File: src/rtl/cmd_retirer_pkg.sv
// Shared command-retirement types: core/command id widths and the scoreboard flush key.
// Pure definitions, no logic or timing.
package cmd_retirer_pkg;
   localparam int ID_WIDTH     = 2;
   localparam int PROC_COUNT   = 1 << ID_WIDTH;
   localparam int CMD_ID_WIDTH = 8;

   typedef struct packed {
      logic [CMD_ID_WIDTH-1:0] cmd_id;
      logic [ID_WIDTH-1:0]     core_id;
   } entry_t;
endpackage

File: src/rtl/retire_fifo.sv
// Synchronous FIFO with full/empty flags; head visible combinationally, push-to-head 1 cycle.
// Push while full is accepted only together with a pop, otherwise ignored.
module retire_fifo #(
   parameter int WIDTH = 10,
   parameter int DEPTH = 4
) (
   input  logic             i_clk,
   input  logic             i_rstn,
   input  logic             i_push,
   input  logic [WIDTH-1:0] i_push_dat,
   input  logic             i_pop,
   output logic [WIDTH-1:0] o_head_dat,
   output logic             o_full,
   output logic             o_empty
);
   localparam int AW = $clog2(DEPTH);

   logic [WIDTH-1:0] mem [DEPTH];
   logic [AW:0]      wr_ptr;
   logic [AW:0]      rd_ptr;
   logic             do_push;
   logic             do_pop;

   // Extra pointer MSB distinguishes full from empty when the indices match.
   assign o_empty    = (wr_ptr == rd_ptr);
   assign o_full     = (wr_ptr[AW] != rd_ptr[AW]) && (wr_ptr[AW-1:0] == rd_ptr[AW-1:0]);
   assign do_pop     = i_pop && !o_empty;
   assign do_push    = i_push && (!o_full || do_pop);
   assign o_head_dat = mem[rd_ptr[AW-1:0]];

   always_ff @(posedge i_clk or negedge i_rstn) begin
      if (!i_rstn) begin
         wr_ptr <= '0;
         rd_ptr <= '0;
      end else begin
         if (do_push) wr_ptr <= wr_ptr + 1'b1;
         if (do_pop)  rd_ptr <= rd_ptr + 1'b1;
      end
   end

   always_ff @(posedge i_clk) begin
      if (do_push) mem[wr_ptr[AW-1:0]] <= i_push_dat;
   end
endmodule

File: src/rtl/cmd_retirer.sv
// Retires core completions: round-robin accept, queue, then one scoreboard flush at a time.
// Head-to-flush 1 cycle, response-to-pulse 1 cycle; o_done_ready held low while the queue is full.
module cmd_retirer
   import cmd_retirer_pkg::*;
#(
   parameter int FIFO_DEPTH = 4,
   parameter int TIMEOUT    = 16
) (
   input  logic                                   i_clk,
   input  logic                                   i_rstn,
   input  logic [PROC_COUNT-1:0]                  i_done,
   input  logic [PROC_COUNT-1:0][CMD_ID_WIDTH-1:0] i_done_cmd_id,
   output logic [PROC_COUNT-1:0]                  o_done_ready,
   output entry_t                                 o_sb_entry,
   output logic                                   o_sb_flush,
   input  logic                                   i_sb_ack,
   input  logic                                   i_sb_miss,
   output logic                                   o_retired,
   output logic [CMD_ID_WIDTH-1:0]                o_retired_id,
   output logic                                   o_err
);
   typedef enum logic [1:0] {S_IDLE, S_FLUSH, S_DONE} state_t;
   localparam int TO_W = $clog2(TIMEOUT + 1);

   state_t                  state;
   state_t                  state_nxt;
   logic [ID_WIDTH-1:0]     rr_ptr;
   logic [ID_WIDTH-1:0]     grant_idx;
   logic [ID_WIDTH-1:0]     cand;
   logic                    grant_vld;
   logic                    accept;
   logic [CMD_ID_WIDTH-1:0] grant_cmd_id;
   logic                    fifo_push;
   logic                    fifo_pop;
   logic                    fifo_full;
   logic                    fifo_empty;
   entry_t                  push_dat;
   entry_t                  head_dat;
   entry_t                  entry_q;
   logic                    illegal_q;
   logic                    done_ok_q;
   logic                    done_ok_nxt;
   logic [TO_W-1:0]         to_cnt;

   // Scan from the highest offset down so the core nearest rr_ptr wins.
   always_comb begin
      grant_vld = 1'b0;
      grant_idx = '0;
      cand      = '0;
      for (int i = PROC_COUNT - 1; i >= 0; i--) begin
         cand = rr_ptr + ID_WIDTH'(i);
         if (i_done[cand]) begin
            grant_vld = 1'b1;
            grant_idx = cand;
         end
      end
   end

   assign accept       = grant_vld && !fifo_full && i_rstn;
   assign grant_cmd_id = i_done_cmd_id[grant_idx];
   assign push_dat     = '{cmd_id: grant_cmd_id, core_id: grant_idx};
   assign fifo_push    = accept && (grant_cmd_id != '0);

   always_comb begin
      o_done_ready = '0;
      if (accept) o_done_ready[grant_idx] = 1'b1;
   end

   always_ff @(posedge i_clk or negedge i_rstn) begin
      if (!i_rstn) begin
         rr_ptr    <= '0;
         illegal_q <= 1'b0;
      end else begin
         illegal_q <= accept && (grant_cmd_id == '0);
         if (accept) rr_ptr <= grant_idx + 1'b1;
      end
   end

   retire_fifo #(
      .WIDTH ($bits(entry_t)),
      .DEPTH (FIFO_DEPTH)
   ) u_fifo (
      .i_clk      (i_clk),
      .i_rstn     (i_rstn),
      .i_push     (fifo_push),
      .i_push_dat (push_dat),
      .i_pop      (fifo_pop),
      .o_head_dat (head_dat),
      .o_full     (fifo_full),
      .o_empty    (fifo_empty)
   );

   always_comb begin
      state_nxt   = state;
      fifo_pop    = 1'b0;
      done_ok_nxt = done_ok_q;
      case (state)
         S_IDLE: begin
            if (!fifo_empty) begin
               fifo_pop  = 1'b1;
               state_nxt = S_FLUSH;
            end
         end
         S_FLUSH: begin
            if (i_sb_ack) begin
               state_nxt   = S_DONE;
               done_ok_nxt = 1'b1;
            end else if (i_sb_miss || (to_cnt == TO_W'(TIMEOUT - 1))) begin
               state_nxt   = S_DONE;
               done_ok_nxt = 1'b0;
            end
         end
         S_DONE:  state_nxt = S_IDLE;
         default: state_nxt = S_IDLE;
      endcase
   end

   always_ff @(posedge i_clk or negedge i_rstn) begin
      if (!i_rstn) begin
         state     <= S_IDLE;
         done_ok_q <= 1'b0;
         entry_q   <= '0;
         to_cnt    <= '0;
      end else begin
         state     <= state_nxt;
         done_ok_q <= done_ok_nxt;
         if (fifo_pop) begin
            entry_q <= head_dat;
            to_cnt  <= '0;
         end else if (state == S_FLUSH) begin
            to_cnt  <= to_cnt + 1'b1;
         end
      end
   end

   // An illegal-id error landing on the S_DONE error cycle simply ORs into one pulse.
   assign o_sb_flush   = (state == S_FLUSH);
   assign o_sb_entry   = entry_q;
   assign o_retired    = (state == S_DONE) && done_ok_q;
   assign o_retired_id = o_retired ? entry_q.cmd_id : '0;
   assign o_err        = ((state == S_DONE) && !done_ok_q) || illegal_q;
endmodule

File: config.mk
export PLATFORM = sky130hd
export DESIGN_NAME = cmd_retirer
export DESIGN_NICKNAME = d
export VERILOG_FILES = /design/src/rtl/cmd_retirer_pkg.sv /design/src/rtl/retire_fifo.sv /design/src/rtl/cmd_retirer.sv
export SDC_FILE = /design/constraint.sdc
export NUM_CORES = 1
export LEC_CHECK = 0
export CAP_MARGIN = 5
export CORE_ASPECT_RATIO = 1.4
export CORE_MARGIN = 2
export CORE_UTILIZATION = 55
export DETAILED_ROUTE_END_ITERATION = 6
export PLACE_DENSITY = 0.84
export SLEW_MARGIN = 30
export SYNTH_ARGS = -nofsm -noshare
export SYNTH_HDL_FRONTEND = slang
export SYNTH_SLANG_ARGS = --single-unit
File: constraint.sdc
create_clock -name i_clk -period 4.8 [get_ports i_clk]
set_clock_uncertainty 0.05 [all_clocks]
set_input_delay 0.72 -clock i_clk [delete_from_list [all_inputs] [get_ports i_clk]]
set_output_delay 0.72 -clock i_clk [all_outputs]
set_load 0.01 [all_outputs]
# Yosys cells after proc, flatten, opt, wreduce, memory -nomap -nowiden
# Memories as Yosys holds them, arrays and structs flattened. A register that Yosys moved wholly into a read port is not among the register bits.
# Index checks and enable logic that the tools add are counted.
word_totals:
  regBits: 17
  ram_bits: 40
  in_bits: 40
  elab_cells: 87
  mem_count: 1
classes:
  addsub: 7
  order_cmp: 6
  n_eq_ne: 8
  n_mux: 34
  n_reduce_logical: 24
mem_list:
  columns: ["name", "depth", "word_bits", "rd", "rd_clocked_by_memory_dff", "write_ports", "line", "source"]
  rows:
  - ["u_fifo.mem", 4, 10, 1, 1, 1, "retire_fifo.sv:18", "logic [WIDTH-1:0] mem [DEPTH];"]
op_table:
  columns: ["op", "n"]
  rows:
  - ["8-bit binary-select mux with 2-bit select", 1]
  - ["8-bit 2-to-1 mux", 2]
  - ["2-bit by 3-bit less-than comparator with 1-bit output, second input constant", 5]
  - ["1-bit 2-to-1 mux", 15]
  - ["2-bit 2-to-1 mux", 7]
  - ["1-bit logical AND", 10]
  - ["5-bit 2-to-1 mux", 2]
  - ["1-bit binary-select mux with 2-bit select", 4]
  - ["8-bit zero test", 1]
  - ["8-bit nonzero test", 1]
  - ["3-bit by 1-bit adder with 3-bit output, second input constant", 2]
  - ["5-bit by 1-bit adder with 5-bit output, second input constant", 1]
  - ["5-bit by 4-bit equality test with 1-bit output, second input constant", 1]
  - ["2-bit by 1-bit adder with 2-bit output, second input constant", 2]
  - ["2-bit adder, second input constant", 2]
  - ["1-bit zero test", 4]
  - ["4-bit 2-to-1 mux", 1]
  - ["2-bit one-hot mux with 2 select lines", 1]
  - ["2-bit AND reduction", 2]
  - ["2-bit nonzero test", 2]
  - ["3-bit equality test", 1]
  - ["1-bit logical OR", 3]
  - ["3-bit by 1-bit inequality test with 1-bit output, second input constant", 1]
  - ["1-bit demux with 2-bit select", 1]
  - ["7 further kinds", 7]

# Depth between registers and ports, before layout
depth:
  word_depth: 14
  ltp_mapped: 10
  mapped_depth_nobuf: 9

# By module
# Synthesis repeated with hierarchy kept, for this count alone.
hier_totals:
  cells_unflattened: 293
  area_unflattened_um2: 3405.8
modules_own_cells:
  columns: ["module", "instances", "cells_per_inst", "area_per_inst_um2", "seq_area_each_um2"]
  rows:
  - ["retire_fifo", 1, 100, 1900.6, 1351.3]
  - ["cmd_retirer", 1, 193, 1505.2, 525.5]

# Least setup slack after synthesis
# Ideal clock, no wire load.
synth_timing:
  kind: "in2reg"
  start: "input i_done[0]"
  end: "memory u_fifo.mem[0][0] (enable)"
  setup_time_ns: 0.288
  arrival_time_ns: 2.664
  required_time_ns: 4.462
  path_slack_ns: 1.799
  stages: 9
  path_cell_list: "a21oi_1 o21a_1 o22a_1 buf_6 clkinv_1 a211oi_1 o22ai_1 or4_4 and3_1"
synth_via:
  elab_chain_cells: 13
  elab_cells_between_ends: 25
synth_lines:
  columns: ["element", "line", "source"]
  rows:
  - ["from (decl)", "cmd_retirer.sv:11", "input logic [PROC_COUNT-1:0] i_done,"]
  - ["1-bit binary-select mux with 2-bit select", "cmd_retirer.sv:52", "if (i_done[cand]) begin"]
  - ["1-bit 2-to-1 mux (implied by the code)", "cmd_retirer.sv:52", null]
  - ["2-bit 2-to-1 mux (3 in series)", "cmd_retirer.sv:52", null]
  - ["2-bit 2-to-1 mux (*)", "cmd_retirer.sv:52", null]
  - ["via grant_idx[1]", "cmd_retirer.sv:28", "logic [ID_WIDTH-1:0] grant_idx;"]
  - ["8-bit binary-select mux with 2-bit select (*)", "cmd_retirer.sv:60", "assign grant_cmd_id = i_done_cmd_id[grant_idx];"]
  - ["8-bit 2-to-1 mux (implied by the code) (*)", "cmd_retirer.sv:60", null]
  - ["8-bit nonzero test (*)", "cmd_retirer.sv:62", "assign fifo_push = accept && (grant_cmd_id != '0);"]
  - ["1-bit logical AND (*)", "cmd_retirer.sv:62", null]
  - ["1-bit logical AND (*)", "retire_fifo.sv:28", "assign do_push = i_push && (!o_full || do_pop);"]
  - ["1-bit 2-to-1 mux (*)", "retire_fifo.sv:42", "if (do_push) mem[wr_ptr[AW-1:0]] <= i_push_dat;"]
  - ["1-bit 2-to-1 mux (implied by the code) (*)", "retire_fifo.sv:42", null]
  - ["to (decl)", "retire_fifo.sv:18", null]
# The timed path passes the listed nets; every way through them passes the cells marked *. The select of a mux whose other input is x is not followed.

# Worst setup path in the final report
layout_timing:
  start: "input i_done[1]"
  end: "output o_done_ready[2]"
layout_via:
  elab_chain_cells: 11
  elab_cells_between_ends: 24
layout_lines:
  columns: ["element", "line", "source"]
  rows:
  - ["1-bit binary-select mux with 2-bit select", "cmd_retirer.sv:52", null]
  - ["1-bit 2-to-1 mux (implied by the code)", "cmd_retirer.sv:52", null]
  - ["2-bit 2-to-1 mux (3 in series)", "cmd_retirer.sv:52", null]
  - ["2-bit 2-to-1 mux (*)", "cmd_retirer.sv:52", null]
  - ["via grant_idx[0]", "cmd_retirer.sv:28", null]
  - ["2-bit by 3-bit less-than comparator with 1-bit output (implied by the code) or 2-bit by 1-bit >= comparator with 1-bit output (tied branches)", "cmd_retirer.sv:66", "if (accept) o_done_ready[grant_idx] = 1'b1;"]
  - ["1-bit logical AND (implied by the code)", "cmd_retirer.sv:66", null]
  - ["1-bit 2-to-1 mux (implied by the code)", "cmd_retirer.sv:66", null]
  - ["1-bit demux with 2-bit select (*)", "cmd_retirer.sv:66", null]
  - ["4-bit 2-to-1 mux (*)", "cmd_retirer.sv:66", null]
  - ["to (decl)", "cmd_retirer.sv:13", "output logic [PROC_COUNT-1:0] o_done_ready,"]
# Marked as above.

==> flow_summary.json <==
{
  "status": "completed",
  "nets": 359,
  "fin_util": 0.719,
  "initial_utilization": 0.562,
  "path_class": "in -> out",
  "dieArea_sq_um": 6540,
  "grt_pass1_vias": 2073,
  "fin_cells": 383,
  "post-place-ws_ns": 0.846,
  "ys.warnings.count": 0,
  "synth_top_family_by_area": "simple AND/OR/NAND/NOR gates",
  "synthSimpleGateAreaFrac": 0.128,
  "drv_slew": 0,
  "dpl.hpwl_mm": 4.52,
  "yosys-top-cells-area": "edfxtp_1 37%, dfrtp_1 21%, mux4_2 6.9%",
  "worst_slew_pin_slew_ns": 0.779,
  "area_growth_pct": 27.9,
  "setup_viol": 0,
  "synth-compound-area-share": 0.0894,
  "place_congestion": 0.768,
  "timing.fmax_ghz": 0.262,
  "multiInputGateArea_sq_um": 1270,
  "ys_seq_elements": 67,
  "diodes": 0,
  "cp.required_ns": 4.03,
  "maxCapViolCount": 0,
  "drt_iter0_markers": 69,
  "crit_fanout": 18,
  "relSlewSlack": 0.481,
  "worstSetupStartpointType": "input port",
  "synth_xor_xnor_area_share": 0.0216,
  "placed_cells": 367,
  "drive_above_1_share": 0.160,
  "synth_top_area_cell": "edfxtp_1",
  "wl_per_cell_um": 15.8,
  "cts.sinks": 67,
  "leakagePower_uw": 0.00158,
  "vias_per_cell": 5.52,
  "fin_crit_ns": 3.82,
  "io_buffers": 64,
  "vias": 2116,
  "grt_overflow_total": 0,
  "setup_slack_ns": 0.979,
  "power.total_uw": 2480,
  "peakVddDrop_v": 0.000339,
  "endpoint_kind": "output pin",
  "track_usage": 0.209,
  "syn_area_sq_um": 3250,
  "finalCritPeriodShare": 0.796,
  "yosys.area.top_type_share": 0.370,
  "ctsLongestPathBuffers": 2,
  "die_h_um": 94.9,
  "cts_buffers": 9,
  "cts-root-buf": "clkbuf_8",
  "setup-tns-final_ns": 0,
  "synthAdderAreaFrac": 0.0424,
  "dr.pass1.iters": 4,
  "io_pins": 65,
  "regArea_sq_um": 1880,
  "path_clk_slew_ns": 0.07,
  "holdBufCountCts": 0,
  "pwr_density_cell_nw_per_um2": 597,
  "final_antenna_net_count": 0,
  "grt_max_degree": 28,
  "fillerInstances": 424,
  "postCtsSetupRepairBufs": 0,
  "muxShareOfSynthArea": 0.111,
  "cts_resized": 0,
  "core_sq_um": 5780,
  "finalWirelength_mm": 6.06,
  "grt_pass1_wl_mm": 9.85,
  "hold_class": "reg -> reg",
  "die_w_um": 68.9,
  "syn_inst": 238,
  "htreeDepth": 3,
  "antenna_found_initial": 0,
  "arrival_ns": 3.05,
  "grt_setup_unrepaired": "false",
  "tritoncts": "built",
  "syn_area_per_cell_sq_um": 13.6,
  "synth_cell_types": 42,
  "clk_latency_ns": 0.33,
  "synth-seq-area-share": 0.578,
  "synth_nets": 289,
  "num_rows": 33,
  "hold_violations": 0,
  "drcViolationCount": 0
}
## logic make-up after synthesis
logic type	count (synthesis)
AND/OR/NAND/NOR	71
adder cells (fa/ha/maj)	11
multiplexers	22
flip-flops	67
AO/OA/AOI/OAI	38
XOR/XNOR	8
buffers and inverters	21
## cells in the final DEF, fill, tap and decap left out, types with 11 or more instances in the layout
cell             count
and2_1              13
nor2_1              11
dfrtp_1             27
nand2_1             15
clkbuf_8            11
ha_1                11
clkdlybuf4s50_1     64
nor3b_1             16
edfxtp_1            40
a211oi_1            13
## synth_stat cells
| cell | instances |
|---|---|
| nor2_1 | 11 |
| and3_1 | 5 |
| a211oi_2 | 3 |
| o2bb2ai_4 | 1 |
| o22a_1 | 1 |
| or4_4 | 1 |
| a211oi_1 | 13 |
| mux2i_1 | 1 |
| nor3b_2 | 1 |
| mux4_2 | 10 |
| buf_4 | 1 |
| edfxtp_1 | 40 |
| xor2_1 | 3 |
| ha_1 | 11 |
| buf_2 | 1 |
| and2_1 | 13 |
| o22ai_1 | 4 |
| o41ai_1 | 1 |
| o21ai_1 | 1 |
| clkinv_1 | 1 |
| o21ai_0 | 7 |
| a31o_2 | 1 |
| a21oi_1 | 3 |
| mux2_1 | 1 |
| nand2b_1 | 1 |
| inv_1 | 9 |
| and3_4 | 1 |
| buf_6 | 2 |
| xnor2_1 | 5 |
| or3_1 | 1 |
| inv_2 | 1 |
| nor3b_1 | 16 |
| a31oi_1 | 1 |
| nor2_4 | 1 |
| clkbuf_1 | 5 |
| o21a_1 | 1 |
| nand3_1 | 5 |
| buf_1 | 1 |
| nand2_1 | 15 |
| mux2_2 | 10 |
| a21boi_1 | 1 |
| dfrtp_1 | 27 |
## per-stage QoR
| stage | area (sq um) | hold WS (ns) |
|---|---|---|
| 5_1_grt | 4150 | 0.465 |
| 3_3_place_gp | 3960 | 0.424 |
| 4_1_cts | 4150 | 0.442 |
| 2_1_floorplan | 3250 | 0.374 |
| 3_5_place_dp | 3960 | 0.429 |
| 6_report | 4150 | 0.443 |
## final timing paths
kind                                          to  slack [ns]        startpoint  cells past startpoint
worst max register to register  u_fifo.mem[0][9]        1.68         rr_ptr[1]                      8
max in group asynchronous          o_sb_entry[7]        3.62            i_rstn                      2
min in group asynchronous       u_fifo.rd_ptr[0]        0.81            i_rstn                      2
worst min-delay path            u_fifo.wr_ptr[2]        0.44  u_fifo.wr_ptr[2]                      1
worst max-delay path             o_done_ready[2]        0.98         i_done[1]                      8
worst min register to register  u_fifo.wr_ptr[2]        0.44  u_fifo.wr_ptr[2]                      1
## power by group
part / total [uW] / switching (uW) / internal [uW] / leakage [uW]
logic: 1010 / 492 / 520 / 0.000777
clock network: 445 / 198 / 247 / 0.000105
registers: 1020 / 154 / 869 / 0.000695
## flip-flops by register name (all words and copies together), names as in the netlist
name	cells
to_cnt	5
o_sb_entry	10
u_fifo.wr_ptr	3
u_fifo.rd_ptr	3
rr_ptr	2
state	2
u_fifo.mem	40
illegal_q	1
done_ok_q	1
## layout make-up
| class | count | area share |
|---|---|---|
| flip-flops and latches | 67 | 0.452 |
| multi-input cells | 150 | 0.306 |
| well taps | 70 | 0.0211 |
| clock inverters | 3 | 0.00452 |
| inverters | 11 | 0.00994 |
| clock buffers | 13 | 0.0434 |
| repair buffers | 69 | 0.163 |
## routing by layer
metal	global-route usage	routed length (um)	vias to the layer above
li1	-	-	1029
met1	0.254	2440	1026
met2	0.357	3290	57
met3	0.0453	269	4
met4	0.0833	60	0
met5	0	0	-
## worst max-delay path: stages
cell             delay (ns)
clkdlybuf4s50_1        0.48
a21boi_1               0.19
o2bb2ai_4              0.41
nor2_4                 0.11
inv_2                  0.27
ha_1                   0.21
and2_1                 0.12
clkdlybuf4s50_1        0.54
(Power assumes the default switching activity.)
